File: config.mk
export PLATFORM = sky130hd
export DESIGN_NAME = hilo_muldiv_sequencer
export DESIGN_NICKNAME = d
export VERILOG_FILES = /design/src/rtl/hilo_muldiv_sequencer.sv
export SDC_FILE = /design/constraint.sdc
export NUM_CORES = 1
export LEC_CHECK = 0
export ABC_CLOCK_PERIOD_IN_PS = 7000
export CAP_MARGIN = 10
export CORE_MARGIN = 4
export CORE_UTILIZATION = 46
export CTS_CLUSTER_SIZE = 8
export DETAILED_ROUTE_END_ITERATION = 10
export PLACE_DENSITY = 0.67
export SLEW_MARGIN = 20
export SYNTH_ARGS = -nofsm -noshare
export SYNTH_HDL_FRONTEND = slang
export SYNTH_SLANG_ARGS = --single-unit
File: constraint.sdc
create_clock -name clk -period 7 [get_ports clk]
set_input_delay 1.05 -clock clk [delete_from_list [all_inputs] [get_ports clk]]
set_output_delay 1.05 -clock clk [all_outputs]
set_load 0.02 [all_outputs]
File: src/rtl/hilo_muldiv_sequencer.sv
// Purpose : sequential unsigned MIPS mult/div unit that owns the architectural HI/LO registers.
// Latency : WIDTH iterations; done pulses WIDTH+1 cycles after the start edge, or 1 cycle for divide-by-zero.
// Backpr. : no handshake; start is ignored while busy, so the issuer stalls on busy until done.
//
// Ports:
//   clk, rst_n            rising-edge clock, asynchronous active-low reset
//   start, op             issue request (op 0 = multiply, 1 = divide), sampled in IDLE or DONE
//   operand_a, operand_b  multiplicand/dividend and multiplier/divisor, captured on accepted start
//   busy, done            state RUN / one-cycle state DONE
//   div_by_zero           set with done for a zero divisor, held until the next accepted start
//   hi, lo                architectural HI/LO: product high/low half, or remainder/quotient
module hilo_muldiv_sequencer #(
   parameter int WIDTH = 32
) (
   input  logic             clk,
   input  logic             rst_n,
   input  logic             start,
   input  logic             op,
   input  logic [WIDTH-1:0] operand_a,
   input  logic [WIDTH-1:0] operand_b,
   output logic             busy,
   output logic             done,
   output logic             div_by_zero,
   output logic [WIDTH-1:0] hi,
   output logic [WIDTH-1:0] lo
);

   localparam int CW = (WIDTH > 1) ? $clog2(WIDTH) : 1;
   localparam logic [CW-1:0] LAST_ITER = CW'(WIDTH - 1);

   typedef enum logic [1:0] {
      S_IDLE = 2'd0,
      S_RUN  = 2'd1,
      S_DONE = 2'd2
   } state_t;

   state_t             state_q, state_d;
   logic               op_q, op_d;
   logic [CW-1:0]      count_q, count_d;
   logic [WIDTH-1:0]   b_q, b_d;
   // Multiply: full 2W accumulator. Divide: low half holds the quotient Q.
   logic [2*WIDTH-1:0] acc_q, acc_d;
   // Stored remainder is always < divisor, so W bits hold it; the (W+1)-bit
   // value only exists transiently after the left shift.
   logic [WIDTH-1:0]   rem_q, rem_d;
   logic [WIDTH-1:0]   hi_q, hi_d;
   logic [WIDTH-1:0]   lo_q, lo_d;
   logic               dbz_q, dbz_d;

   // One shift-add multiply step.
   logic [WIDTH:0]     mul_sum;
   logic [2*WIDTH-1:0] mul_next;

   assign mul_sum  = {1'b0, acc_q[2*WIDTH-1:WIDTH]} + (acc_q[0] ? {1'b0, b_q} : {(WIDTH+1){1'b0}});
   assign mul_next = {mul_sum, acc_q[WIDTH-1:1]};

   // One restoring divide step. The shifted remainder is below 2*divisor, so
   // the (W+1)-bit difference borrows (MSB set) exactly when shift < divisor.
   logic [WIDTH:0]     div_shift;
   logic [WIDTH:0]     div_diff;
   logic               div_ge;
   logic [WIDTH-1:0]   div_rem_next;
   logic [WIDTH-1:0]   div_q_next;

   assign div_shift    = {rem_q, acc_q[WIDTH-1]};
   assign div_diff     = div_shift - {1'b0, b_q};
   assign div_ge       = ~div_diff[WIDTH];
   assign div_rem_next = div_ge ? div_diff[WIDTH-1:0] : div_shift[WIDTH-1:0];
   assign div_q_next   = {acc_q[WIDTH-2:0], div_ge};

   always_comb begin
      state_d = state_q;
      op_d    = op_q;
      count_d = count_q;
      b_d     = b_q;
      acc_d   = acc_q;
      rem_d   = rem_q;
      hi_d    = hi_q;
      lo_d    = lo_q;
      dbz_d   = dbz_q;

      case (state_q)
         S_IDLE, S_DONE: begin
            state_d = S_IDLE;
            if (start) begin
               op_d    = op;
               b_d     = operand_b;
               count_d = '0;
               dbz_d   = 1'b0;
               rem_d   = '0;
               acc_d   = {{WIDTH{1'b0}}, operand_a};
               if (op && (operand_b == '0)) begin
                  // Zero divisor: skip iteration and commit the fixed result now.
                  state_d = S_DONE;
                  dbz_d   = 1'b1;
                  hi_d    = operand_a;
                  lo_d    = '1;
               end else begin
                  state_d = S_RUN;
               end
            end
         end

         S_RUN: begin
            count_d = count_q + 1'b1;
            if (op_q) begin
               rem_d = div_rem_next;
               acc_d = {{WIDTH{1'b0}}, div_q_next};
            end else begin
               acc_d = mul_next;
            end
            // HI/LO only move on the final iteration, from that step's result.
            if (count_q == LAST_ITER) begin
               state_d = S_DONE;
               if (op_q) begin
                  hi_d = div_rem_next;
                  lo_d = div_q_next;
               end else begin
                  hi_d = mul_next[2*WIDTH-1:WIDTH];
                  lo_d = mul_next[WIDTH-1:0];
               end
            end
         end

         default: state_d = S_IDLE;
      endcase
   end

   always_ff @(posedge clk or negedge rst_n) begin
      if (!rst_n) begin
         state_q <= S_IDLE;
         op_q    <= 1'b0;
         count_q <= '0;
         b_q     <= '0;
         acc_q   <= '0;
         rem_q   <= '0;
         hi_q    <= '0;
         lo_q    <= '0;
         dbz_q   <= 1'b0;
      end else begin
         state_q <= state_d;
         op_q    <= op_d;
         count_q <= count_d;
         b_q     <= b_d;
         acc_q   <= acc_d;
         rem_q   <= rem_d;
         hi_q    <= hi_d;
         lo_q    <= lo_d;
         dbz_q   <= dbz_d;
      end
   end

   assign busy        = (state_q == S_RUN);
   assign done        = (state_q == S_DONE);
   assign div_by_zero = dbz_q;
   assign hi          = hi_q;
   assign lo          = lo_q;

endmodule

Yosys cells after proc, flatten, opt, wreduce, memory -nomap -nowiden:

Cells that the tools add are included.

* register bits after elaboration: 201
* bits of input ports: 68
* output and inout bits: 67
* logic and storage cells: 54

* add/sub/neg operators: 3
* eq/ne operators: 7
* multiplexer cells: 25
* bitwise logic cells: 1
* reductions and logical operators: 9

Operator list (count)
* 2-to-1 mux 32 bit: 12
* one-hot mux 32 bit (2 select lines): 3
* 2-to-1 mux 64 bit: 2
* one-hot mux 64 bit (2 select lines): 1
* adder 32 x 32 -> 33 bit: 1
* subtractor 33 x 32 -> 33 bit: 1
* logical NOT 32 bit: 1
* one-hot mux 5 bit (2 select lines): 1
* 2-to-1 mux 2 bit: 3
* adder 5 x 1 -> 5 bit (second input constant): 1
* equality test 5 bit (second input constant): 1
* 2-to-1 mux 5 bit: 1
* inequality test 2 x 1 -> 1 bit (second input constant): 2
* inequality test 2 bit (second input constant): 2
* one-hot mux 2 bit (2 select lines): 1
* AND reduction 2 bit: 2
* AND reduction 4 bit: 1
* AND reduction 3 bit: 1
* equality test 2 x 1 -> 1 bit (second input constant): 1
* equality test 2 bit (second input constant): 1
* logical NOT 2 bit: 1
* nonzero test 2 bit: 1
* OR reduction 2 bit: 1
* logical AND 1 bit: 1
* other kinds (2): 2

Depth between registers and ports, before layout:

* depth in word-level cells: 5
* mapped depth: 15
* gate-level depth less buffers: 13

Worst setup path before layout:

Ideal clock, no wire load.

* path type: reg-to-reg
* start point: register acc_q[0]
* end point: register hi_q[31], in the netlist hi[31]
* setup time: 0.128 ns
* arrival: 3.191 ns
* required time: 6.872 ns
* slack: 3.681 ns
* stages on the path, launching flop included: 15
* path buffers: 1
* clock period less this slack: 3.319 ns
* cell sequence: dfrtp_1 > clkbuf_1 > and2_1 > ha_1 > fa_1 > a211oi_1 > o21ai_1 > a41oi_2 > a211oi_2 > o211ai_1 > a221o_1 > nor3b_1 > o31a_1 > a311oi_1 > a21oi_1

* word-level cells in the longest chain between the ends: 5

RTL lines
* start: declaration: RTL line 42 `logic [2*WIDTH-1:0] acc_q, acc_d;`
* start signal: assignment: RTL line 135 `acc_q <= '0;`
* start signal: assignment: RTL line 145 `acc_q <= acc_d;`
* 2-to-1 mux 32 bit: RTL line 54 `assign mul_sum = {1'b0, acc_q[2*WIDTH-1:WIDTH]} + (acc_q[0] ? {1'b0, b_q} : {(WIDTH+1){1'b0}});`
* adder 32 x 32 -> 33 bit: RTL line 54
* 2-to-1 mux 32 bit: RTL line 115 `if (op_q) begin`
* 2-to-1 mux 32 bit: RTL line 113 `if (count_q == LAST_ITER) begin`
* one-hot mux 32 bit (2 select lines): RTL line 82 `case (state_q)`
* end signal: assignment: RTL line 147 `hi_q <= hi_d;`
* end: declaration: RTL line 46 `logic [WIDTH-1:0] hi_q, hi_d;`

Every way passes these cells. The select of a mux whose other input is x is not followed.
A chain may end at the register's enable or synchronous reset.

Worst setup path after layout:

* start point: input operand_b[1]
* end point: register hi_q[9], in the netlist hi[9]

* word-level cells in the longest chain between the ends: 4

RTL lines
* start: declaration: RTL line 20 `input logic [WIDTH-1:0] operand_b,`
* logical NOT 32 bit: RTL line 92 `if (op && (operand_b == '0)) begin`
* logical AND 1 bit: RTL line 92
* inequality test 2 bit (no line)
* AND reduction 4 bit (no line)

Every way passes these cells.

==> flow_results.org <==
** Final layout
- Filler Cells Inserted :: 2444
- With fillers left out, the area of the finished cells amounts to ~0.015 mm².
- Once layout is complete, the cells apart from fillers number 1881.
- Antenna cell count :: 0
- Across the whole layout, storage elements account for 0.00503 mm².
- Signed area change from the synthesized netlist to the final layout :: 18.4%
- Share of layout cells above drive strength 1 :: under 10%
- Total area of multi-input combinational cells :: 0.00702 mm²
- Final core utilization :: 55.2%
- The final layout contains around 1700 nets.

** Power
- In this run, the clock network consumes between 10% and 20% of the power.
- Largest vdd supply drop :: around 0.23 mV
- Sequential share of power :: around a quarter
- For this design the total switching power over the nets is 3.56 mW.
- The completed layout was analyzed and its total power is 7.77 mW.
- Switching part of the total power :: approximately 46%
- Areal power density over the cells :: 522 mW/mm²
- The internal portion of the total power is 4.21 mW.
- Of the total power, combinational logic draws 58.1%.
- Leakage power figure :: ~6.7 nW

** GRT
- Total global routing track utilization :: between 20% and 30%
- Number of antenna violations at the first check in global routing :: 0
- Entering global routing, the biggest net connects 76 pins.
- Global route overflow :: 0
- Number of global-route vias before repair :: ~11000
- Global-route wire length before repair :: 59.9 mm

** Floorplan
- Overall die area :: around 0.030 mm²
- Row generation in the floorplan step produced 60 rows.
- Floorplan die height :: 173 µm
- Area of the core region :: 0.0270 mm²
- Die Width :: ~170 µm
- In this run the count of I/O pins placed on the die edge is 135.
- Starting utilization of the core area :: around 47%

** Route
- The detail route stage leaves a number of antenna-violating nets equal to 0.
- After detailed routing, no signal wire sits above met4.
- DR pass1 iterations :: 5
- Residual DRC count :: 0
- The final route contains 11088 vias.
- Met2 WL :: around 17 mm
- Dividing the detail-routed via count by the number of cells gives between 5 and 6.
- The routed design uses between 2 and 3 mm of met3 wire.
- In this run, the number of DRC markers left after iteration 0 of detailed routing was 1196.
- Detailed-route wire length per cell :: 20.1 µm
- Detailed-route wire length on metal 1 :: 17.7 mm
- Post-detailed-routing wire length :: 37.8 mm

** Synthesis
- Proportion of synthesized chip area in sequential cells :: between 40% and 50%
- Number of enable-type register cells in the synthesized netlist :: 0
- Synthesis inferred 201 register bits.
- Post-synth net total :: 1577
- Among all flip-flop cells after synthesis, the most frequent one is sky130_fd_sc_hd__dfrtp_1.
- Synthesis produced a netlist whose cell count is 1441.
- Synthesis instantiated 81 different standard cells from the library.
- Dividing the synthesized area by the synthesized cell count gives 8.72 µm².
- For this run, asynchronously set or reset flops after synthesis account for 100%.
- Cell area after synthesis :: around 0.013 mm²
- Synthesis warning total :: 0

** Flow run
- Max cap viols :: 0

** Clock tree
- Counting along the longest clock path gives a buffer depth of 3.
- Clock tree synthesis inserted a total of 29 buffers.
- The number of setup buffers added after CTS is 0.
- Clock root buffer :: sky130_fd_sc_hd__clkbuf_16
- In this run the number of H-tree levels came out at 1.
- TritonCTS clock tree :: yes
- TritonCTS Sinks :: 201
- After clock tree synthesis, the clock-pin slew on the worst setup and hold paths is 0.05 ns.
- Number of gates given a new drive strength after cts :: 0
- For the worst-skew pair, the clock arrives at the later sink with an insertion delay of 0.54 ns.
- Hold buffers post-CTS :: 0

** STA
- Setup slack on the critical path of the routed design comes to 2.99 ns.
- For the pin with the worst max-slew slack, the measured transition is 0.986 ns.
- The max-slew violation count came to 0.
- Summed over all failing endpoints, the final setup total negative slack is 0 ns.
- The clock period could shrink to 4.01 ns.
- Worst hold margin :: around 0.48 ns
- The worst pin sits at a relative slew slack of 32.6%.
- Final hold violations :: 0
- Number of endpoints failing setup at the final stage :: 0
- Based on the critical path, the design can be clocked at up to roughly 0.25 GHz.
- Share of the clock period used by the worst path after layout :: 57.3%
- Largest clock skew in the final design :: 0.0142 ns
- Setup repair after global routing missed its margin :: false

** Setup path
- Data arrival at the endpoint of the critical path :: 4.45 ns
- The setup path with the least slack is of type input port to flip-flop.
- Maximum fanout along the worst path :: 42
- Setup slack on the worst reg-to-reg path comes out at 3.03 ns.
- The worst setup path is launched from an input port.
- The most critical setup path has its startpoint at operand_b[1].
- The startpoint identified for the worst register-to-register timing path is acc_q[0]$_DFFE_PN0P_.
- Data required time of the critical path :: 7.44 ns
- The worst setup path is captured at a flip-flop.

** Outcome
- The run finished with clean final reports.

** Hold path
- Startpoint of the worst hold path :: acc_q[59]$_DFFE_PN0P_
- Worst Hold Class :: flip-flop to flip-flop

** Place
- Port buffering added 134 buffers.
- Post-placement setup slack :: about 2.5 ns
- Placed Area :: roughly 0.014 mm²
- Placer congestion estimate :: 0.963
- Counting tap cells, the placed design contains a total of 1846 instances.
- Detailed placement HPWL :: roughly 27 mm
cell usage in the layout (no fill, tap or decap), drive strengths merged, types with 39 or more instances in the layout:
cell type,synthesis,final
a31oi,54,54
a211oi,39,39
nand2,231,231
clkdlybuf4s50,0,133
nor2,107,107
nand3,47,47
o21ai,75,75
ha,66,66
dfrtp,201,201
inv,44,44
a21oi,113,113
Yosys cell counts, drive strengths merged, types with 39 or more instances:
cell | n | area [µm²]
o21ai | 75 | 390
ha | 66 | 826
nor2 | 107 | 402
dfrtp | 201 | 5030
a31oi | 54 | 338
a211oi | 39 | 303
clkbuf | 56 | 211
nand2 | 231 | 867
nand3 | 47 | 235
a21oi | 113 | 588
inv | 44 | 165
routing by layer:
metal  vias to the layer above  global-route usage, %
met3                        46                   4.65
met2                       385                   37.1
li1                       5326                      -
met5                         -                      0
met1                      5331                   36.9
met4                         0                   5.12
path summary, 6_finish.rpt:
kind                                          to  cells past startpoint
hold reg to reg            acc_q[59]$_DFFE_PN0P_                      2
min in group asynchronous      lo[6]$_DFFE_PN0P_                      1
setup / recovery               hi[9]$_DFFE_PN0P_                     12
max in group asynchronous       op_q$_DFFE_PN0P_                      2
hold / removal             acc_q[59]$_DFFE_PN0P_                      2
setup reg to reg              hi[23]$_DFFE_PN0P_                     13
power groups by stage:
stage | combinational, mW | clock (mW) | sequential [mW]
after global placement | 4.39 | 0 | 1.99
after floorplan | 3.26 | 0 | 2.00
after detailed placement | 4.45 | 0 | 2.00
after global routing | 4.97 | 1.34 | 2.04
after CTS | 4.48 | 1.29 | 1.99
final | 4.51 | 1.27 | 1.99
flip-flops by register name, summed over array words and instances (netlist names):
register	flops
count_q	5
b_q	32
rem_q	32
state_q	2
op_q	1
acc_q	64
div_by_zero	1
hi	32
lo	32
logic make-up (layout without fill, tap and decap cells):
logic type / after synthesis / after routing / share of synthesized area (%)
fa+ha+maj: 68 / 68 / 6.89
buf+inv: 130 / 229 / 4.37
flops: 201 / 201 / 40.0
compound gates: 421 / 421 / 22.5
mux: 26 / 26 / 2.13
simple gates: 542 / 542 / 20.1
xor+xnor: 53 / 53 / 3.99
worst max-delay path, stage by stage:
cell                              delay (ns)
sky130_fd_sc_hd__clkdlybuf4s50_1        0.43
sky130_fd_sc_hd__nor4b_1                0.65
sky130_fd_sc_hd__nand4_1                0.17
sky130_fd_sc_hd__nor4_1                 0.25
sky130_fd_sc_hd__and4_1                 0.26
sky130_fd_sc_hd__nand2_1                0.09
sky130_fd_sc_hd__and2_1                 0.15
sky130_fd_sc_hd__buf_4                  0.23
sky130_fd_sc_hd__clkinv_2               0.39
sky130_fd_sc_hd__buf_4                  0.47
sky130_fd_sc_hd__nor2_1                 0.09
sky130_fd_sc_hd__a31oi_1                0.17
layout make-up:
class                           instances  share of cell area [%]
Multi-Input combinational cell       1110                    47.2
Sequential cell                       201                    33.8
Timing Repair Buffer                  149                    9.79
Clock buffer                           33                    4.98
Tap cell                              341                    2.87
Inverter                               45                    1.14
Clock inverter                          2                   0.261
Power figures use the tool's default switching activity.
